`config.mk`:
```
export PLATFORM = sky130hd
export DESIGN_NAME = regfile_wb_sequencer
export DESIGN_NICKNAME = d
export VERILOG_FILES = /design/src/rtl/regfile_wb_sequencer.sv
export SDC_FILE = /design/constraint.sdc
export NUM_CORES = 1
export LEC_CHECK = 0
export ABC_AREA = 0
export ABC_CLOCK_PERIOD_IN_PS = 4100
export BUFFER_PORTS_ARGS = -buffer_cell sky130_fd_sc_hd__buf_4
export CORE_ASPECT_RATIO = 0.75
export CORE_UTILIZATION = 40
export CTS_CLUSTER_DIAMETER = 50
export DETAILED_ROUTE_END_ITERATION = 8
export GPL_TIMING_DRIVEN = 1
export SYNTH_ARGS = -nofsm -noshare
export SYNTH_HDL_FRONTEND = slang
export SYNTH_SLANG_ARGS = --single-unit
```
`constraint.sdc`:
```
create_clock -name clk -period 4.1 [get_ports clk]
set_input_delay 0.82 -clock clk [delete_from_list [all_inputs] [get_ports clk]]
set_output_delay 0.82 -clock clk [all_outputs]
set_load 0.03 [all_outputs]
```
`src/rtl/regfile_wb_sequencer.sv`:
```
// regfile_wb_sequencer
//   Writeback-side initiator for the register file write port. Results arrive
//   on a valid/ready stream and are buffered in an in-order FIFO. The FIFO
//   drains at most one write per cycle onto the registered
//   RegWrite/WriteReg/WriteData outputs. Writes to x0 are accepted and then
//   dropped without being enqueued.
//
//   Optional feature macro: WB_BYPASS_EN
//     defined   : q_reg lookup reports the youngest pending write
//                 (q_hit/q_data) from the FIFO and the output stage.
//     undefined : no comparators are built; q_hit=0 and q_data=0.
//
// Ports
//   clk, reset          clock, synchronous active-high reset
//   in_valid/in_ready   input handshake; in_reg/in_data are the payload
//   wr_stall            holds the drain; no write is issued while high
//   RegWrite/WriteReg/WriteData  registered register-file write port
//   count, empty        FIFO occupancy
//   q_reg, q_hit, q_data  bypass lookup (active only with WB_BYPASS_EN)
module regfile_wb_sequencer #(
  parameter int DEPTH = 4,
  parameter int DW    = 32,
  parameter int AW    = 5
) (
  input  logic                   clk,
  input  logic                   reset,
  input  logic                   in_valid,
  output logic                   in_ready,
  input  logic [AW-1:0]          in_reg,
  input  logic [DW-1:0]          in_data,
  input  logic                   wr_stall,
  output logic                   RegWrite,
  output logic [AW-1:0]          WriteReg,
  output logic [DW-1:0]          WriteData,
  output logic [$clog2(DEPTH):0] count,
  output logic                   empty,
  input  logic [AW-1:0]          q_reg,
  output logic                   q_hit,
  output logic [DW-1:0]          q_data
);

  localparam int PW = $clog2(DEPTH);
  localparam int CW = PW + 1;

  logic [AW-1:0] reg_mem_q  [DEPTH];
  logic [AW-1:0] reg_mem_d  [DEPTH];
  logic [DW-1:0] data_mem_q [DEPTH];
  logic [DW-1:0] data_mem_d [DEPTH];

  logic [PW-1:0] rptr_q, rptr_d;
  logic [PW-1:0] wptr_q, wptr_d;
  logic [CW-1:0] count_q, count_d;
  logic          regwrite_q, regwrite_d;
  logic [AW-1:0] writereg_q, writereg_d;
  logic [DW-1:0] writedata_q, writedata_d;

  logic pop;
  logic accept;
  logic push;

  assign pop      = !wr_stall && (count_q != '0);
  // A full FIFO may still accept when the head drains in the same cycle.
  assign in_ready = !reset && ((count_q < CW'(DEPTH)) || pop);
  assign accept   = in_valid && in_ready;
  assign push     = accept && (in_reg != '0);

  always_comb begin
    reg_mem_d   = reg_mem_q;
    data_mem_d  = data_mem_q;
    wptr_d      = wptr_q;
    rptr_d      = rptr_q;
    count_d     = count_q;
    regwrite_d  = 1'b0;
    writereg_d  = writereg_q;
    writedata_d = writedata_q;

    if (push) begin
      reg_mem_d[wptr_q]  = in_reg;
      data_mem_d[wptr_q] = in_data;
      wptr_d             = wptr_q + 1'b1;
    end

    if (pop) begin
      regwrite_d  = 1'b1;
      writereg_d  = reg_mem_q[rptr_q];
      writedata_d = data_mem_q[rptr_q];
      rptr_d      = rptr_q + 1'b1;
    end

    case ({push, pop})
      2'b10:   count_d = count_q + 1'b1;
      2'b01:   count_d = count_q - 1'b1;
      default: count_d = count_q;
    endcase
  end

  always_ff @(posedge clk) begin
    if (reset) begin
      rptr_q      <= '0;
      wptr_q      <= '0;
      count_q     <= '0;
      regwrite_q  <= 1'b0;
      writereg_q  <= '0;
      writedata_q <= '0;
    end else begin
      rptr_q      <= rptr_d;
      wptr_q      <= wptr_d;
      count_q     <= count_d;
      regwrite_q  <= regwrite_d;
      writereg_q  <= writereg_d;
      writedata_q <= writedata_d;
    end
  end

  // Storage needs no reset: occupancy alone decides which entries are live.
  always_ff @(posedge clk) begin
    reg_mem_q  <= reg_mem_d;
    data_mem_q <= data_mem_d;
  end

  assign RegWrite  = regwrite_q;
  assign WriteReg  = writereg_q;
  assign WriteData = writedata_q;
  assign count     = count_q;
  assign empty     = (count_q == '0);

`ifdef WB_BYPASS_EN
  logic [PW-1:0] byp_idx;

  // Scan oldest to youngest so the last match wins; the output stage is
  // older than every FIFO entry, so it is considered first.
  always_comb begin
    q_hit   = 1'b0;
    q_data  = '0;
    byp_idx = rptr_q;
    if (q_reg != '0) begin
      if (regwrite_q && (writereg_q == q_reg)) begin
        q_hit  = 1'b1;
        q_data = writedata_q;
      end
      for (int unsigned k = 0; k < DEPTH; k++) begin
        byp_idx = rptr_q + PW'(k);
        if ((CW'(k) < count_q) && (reg_mem_q[byp_idx] == q_reg)) begin
          q_hit  = 1'b1;
          q_data = data_mem_q[byp_idx];
        end
      end
    end
  end
`else
  logic unused_q_reg;
  assign unused_q_reg = ^q_reg;
  assign q_hit        = 1'b0;
  assign q_data       = '0;
`endif

endmodule
```
## After elaboration in Yosys (flattened, before gate mapping)

Index checks and enable logic that the tools add are counted.

| word-level totals | value |
|---|---|
| memory bits (writable) | 0 |
| bits in latches | 0 |
| output and inout bits | 76 |
| register bits | 193 |
| memory bits (read-only) | 0 |
| bits of input ports | 46 |
| memories kept | 0 |

| operators by class | value |
|---|---|
| add/sub/neg operators | 4 |
| magnitude comparators | 4 |
| shifts and indexed selects | 0 |
| divide/modulo/power cells | 0 |
| equality and inequality tests | 2 |
| multipliers | 0 |
| reduce and logical (&&, ||, !) cells | 12 |
| bitwise operators | 2 |
| muxes and demuxes | 14 |

Operators by type and width:

| cell | count |
|---|---|
| $bwmux W128 | 1 |
| $mux W32 | 3 |
| $bmux W32 S2 | 1 |
| $demux W32 S2 | 1 |
| $bwmux W20 | 1 |
| $mux W5 | 3 |
| $bmux W5 S2 | 1 |
| $demux W5 S2 | 1 |
| $ge A3 B3 Y1 const B | 2 |
| $not A2 Y3 | 2 |
| $pmux W3 S2 | 1 |
| $logic_and A1 B1 Y1 | 5 |
| $reduce_bool A5 Y1 | 1 |
| $add A2 B1 Y2 const B | 2 |
| $add A3 B1 Y3 const B | 1 |
| $logic_not A3 Y1 | 1 |
| $lt A3 B1 Y1 const B | 1 |
| $lt A3 B3 Y1 const B | 1 |
| $reduce_bool A3 Y1 | 1 |
| $sub A3 B1 Y3 const B | 1 |
| $eq A2 B1 Y1 const B | 1 |
| $eq A2 B2 Y1 const B | 1 |
| $logic_not A1 Y1 | 2 |
| $reduce_bool A2 Y1 | 1 |
| 2 further kinds | 2 |

## Depth between registers and ports, before layout

| depth | value |
|---|---|
| depth after elaboration | 8 |
| gate-level depth with buffers | 10 |
| gate-level depth less buffers | 9 |

## Worst setup path before layout

No wires, ideal clock.

| timing | value |
|---|---|
| path type | input-to-reg |
| from | in reset |
| to | reg data_mem_q[0] (netlist bit) (enable) |
| arrival | 2.854 ns |
| buffers on the path | 1 |
| library setup time | 0.398 ns |
| data required time | 3.702 ns |
| path slack | 0.848 ns |
| stages | 4 |
| cell sequence | clkbuf_1 > a21oi_1 > o211a_1 > and2_1 |

| between the ends | value |
|---|---|
| word-level cells in the longest chain between the ends | 4 |

Ends and longest elaborated chain:

| element | line | text |
|---|---|---|
| start: declaration | 26 | `input logic reset,` |
| $logic_not A1 Y1 | 63 | `assign in_ready = !reset && ((count_q < CW'(DEPTH)) \|\| pop);` |
| $logic_and A1 B1 Y1 | 63 |  |
| net in_ready | 28 | `output logic in_ready,` |
| $logic_and A1 B1 Y1 | 64 | `assign accept = in_valid && in_ready;` |
| $logic_and A1 B1 Y1 | 65 | `assign push = accept && (in_reg != '0);` |
| end signal: assignment | 118 | `data_mem_q <= data_mem_d;` |
| end: declaration | 47 | `logic [DW-1:0] data_mem_q [DEPTH];` |

The timed path passes the listed nets, and every way through them passes these cells.
A chain may end at the register's enable or synchronous reset.

## Final worst setup path

| timing | value |
|---|---|
| from | in in_reg[0] |
| to | reg count_q[2], in the netlist count[2] |

| between the ends | value |
|---|---|
| word-level cells in the longest chain between the ends | 4 |
| elaborated cells between the ends (all ways) | 6 |
| classes of those cells | eq/ne (2); mux (1); reduce/logical (3) |

Ends and longest elaborated chain:

| element | line | text |
|---|---|---|
| start: declaration | 29 | `input logic [AW-1:0] in_reg,` |
| $reduce_bool A5 Y1 * | 65 |  |
| $logic_and A1 B1 Y1 * | 65 |  |
| $eq A2 B1 Y1 or $eq A2 B2 Y1 (tied branches) | 90 | `case ({push, pop})` |
| $pmux W3 S2 or $reduce_bool A2 Y1 (tied branches) | - |  |
| end signal: assignment | 108 | `count_q <= count_d;` |
| end: declaration | 52 | `logic [CW-1:0] count_q, count_d;` |

Every way passes the cells marked *; elsewhere a longest branch is shown, timed or not.

==> results_dict.tcl <==
set metrics [dict create \
    status "finished clean" \
    port-buffer-count 83 \
    fin_total_pwr_w 0.005281 \
    die_h_um 118.1 \
    viasPerCell 4.868 \
    setup_viol 0 \
    setup_tns_ns 0 \
    p_leak_nw 3.047 \
    cts_tree "built" \
    dpl.hpwl_um 7559 \
    layout_min_cycle_time_ns 2.744 \
    core_um2 17600 \
    track_usage_pct 15.15 \
    yosys.area.top_type_share_pct 61.77 \
    finClkSkew_ns 0.006505 \
    ys_types 30 \
    rr_worst_depth 4 \
    rsz0062_at_grt "no" \
    rows 42 \
    crit_fanout 6 \
    yosys_most_used_dff "edfxtp_1" \
    synth-seq-cells 193 \
    post_cts_resized 0 \
    ys_seq_area_share_pct 74.30 \
    required_ns 4.46 \
    slew_headroom_pct 25.03 \
    max_freq_mhz 364.5 \
    crit_arrival_ns 3.10 \
    hold_depth 1 \
    antenna_cells 0 \
    critPathLaunchType "input pin" \
    cellPowerDensity_nw_per_um2 614.7 \
    final_area_um2 8592 \
    ctsLongestPathBuffers 2 \
    yosysWarnings 0 \
    dpl-instance-area_um2 7955 \
    yosysTopAreaCell "edfxtp_1" \
    ir_worst_vdd_mv 0.2723 \
    finalCritPeriodShare_pct 66.92 \
    cts_setup_buffers 0 \
    cts-root-buf "clkbuf_16" \
    ys_async_sr_fraction_pct 0 \
    synth_common_cells "edfxtp_1, dfxtp_1, a22o_1, mux4_2, buf_4" \
    grt_first_pass_wirelength_um 20080 \
    grt_pass1_vias 3569 \
    syn_area_per_cell_um2 19.82 \
    report.final.slew_viol_count 0 \
    drt_pass1_iterations 6 \
    cts_buffers 17 \
    first_iter_violations 142 \
    worstSkewPairLatency_ns 0.42 \
    antenna_found_initial 0 \
    grt_max_degree 42 \
    die_w_um 156.9 \
    critPathCaptureType "register" \
    hold_class "reg -> reg" \
    synthCells 363 \
    synthTopCellsByArea "edfxtp_1, dfxtp_1, mux4_2" \
    grt-ovfl-total 0 \
    syn_to_final_growth_pct 19.43 \
    pin_count 122 \
    drive_above_1_share_pct 36.67 \
    gp_congestion 0.7158 \
    finalHoldViolCount 0 \
    yosysMostFrequentCell "edfxtp_1" \
    cts_sinks 193 \
    initial_core_util_pct 40.87 \
    die-area_um2 18530 \
    h-tree-depth 4 \
    tightest_slew_ns 1.125 \
    cap_violations 0 \
    wl_per_cell_um 18.32 \
    path_clk_slew_ns 0.07 \
    drt-total-wl_um 13030 \
    mappedNetlistArea_um2 7194 \
    ant_nets 0 \
    via_count 3461 \
    synth_edf_count 148 \
    path_class "in -> reg" \
    final_nets 508 \
    hold_buffers 0 \
    drc 0 \
]
[placed cells by master (no fill, tap or decap), drive strengths merged, types with 2 or more instances in the layout]
cell	instances
or3	3
edfxtp	148
clkinv	5
a22o	37
xor2	2
nor2	5
conb	33
ha	5
a21oi	5
buf	92
inv	10
o21ai	2
dfxtp	45
mux4	37
and2	4
clkinvlp	3
clkbuf	19
bufinv	4
[worst paths after layout]
check                 from             end  slack (ns)
max reg2reg       count[2]  data_mem_q[76]        1.92
max              in_reg[0]        count[2]        1.36
min reg2reg  WriteData[16]   WriteData[16]        0.48
min          WriteData[16]   WriteData[16]        0.48
[cells by family after synthesis]
logic type,synth area share (%)
XOR/XNOR,0.2435
AO/OA/AOI/OAI,5.757
AND/OR/NAND/NOR,1.200
adder cells (fa/ha/maj),1.148
buffers and inverters,5.582
other,0.05212
flip-flops,74.30
multiplexers,11.72
[state kept, by name (all words and copies together), names as in the netlist]
register    count
data_mem_q    128
WriteData      32
reg_mem_q      20
WriteReg        5
count           3
rptr_q          2
wptr_q          2
RegWrite        1
[worst max-delay path, cell delays in order]
cell	delay, ns
buf_4	0.14
or4_1	0.54
o211a_1	0.28
inv_1	0.10
ha_1	0.19
inv_1	0.06
fa_1	0.37
xor2_1	0.15
or3_1	0.31
a21oi_1	0.14
[through the flow]
stage / worst slack, ns / hold slack, ns / std cells / util, %
finish: 1.356 / 0.4784 / 711 / 48.81
global route: 1.234 / 0.4971 / 711 / 48.81
detailed placement: 0.9112 / 0.4698 / 679 / 45.19
CTS: 1.361 / 0.4858 / 711 / 48.81
global placement: 0.9562 / 0.4623 / 679 / 45.19
floorplan: 0.8480 / 0.4687 / 395 / -
[report_power, final]
group / total [W] / internal [W] / switching [W]
Clock: 0.00175 / 0.00105 / 0.000697
Combinational: 0.00104 / 0.000482 / 0.000563
Sequential: 0.00249 / 0.00229 / 0.000194
Total: 0.00528 / 0.00383 / 0.00145
[layer usage]
metal | vias up | share of wire, % | track usage (%)
met5 | - | 0 | 0
met4 | 0 | 0.91 | 4.228
met3 | 10 | 5.6 | 4.914
met2 | 86 | 47 | 23.42
met1 | 1795 | 47 | 20.52
li1 | 1570 | - | -
[area by class of cell]
type                       count  area, um2
tap                          242      302.8
multi-input combinational    143       1578
sequential                   193       5350
clock buffer                  19      452.9
clock inverter                13      183.9
timing repair buffer          92      690.7
fill                        1451       9012
inverter                       9      33.78
Note: power is estimated with default switching activity, not from simulation.
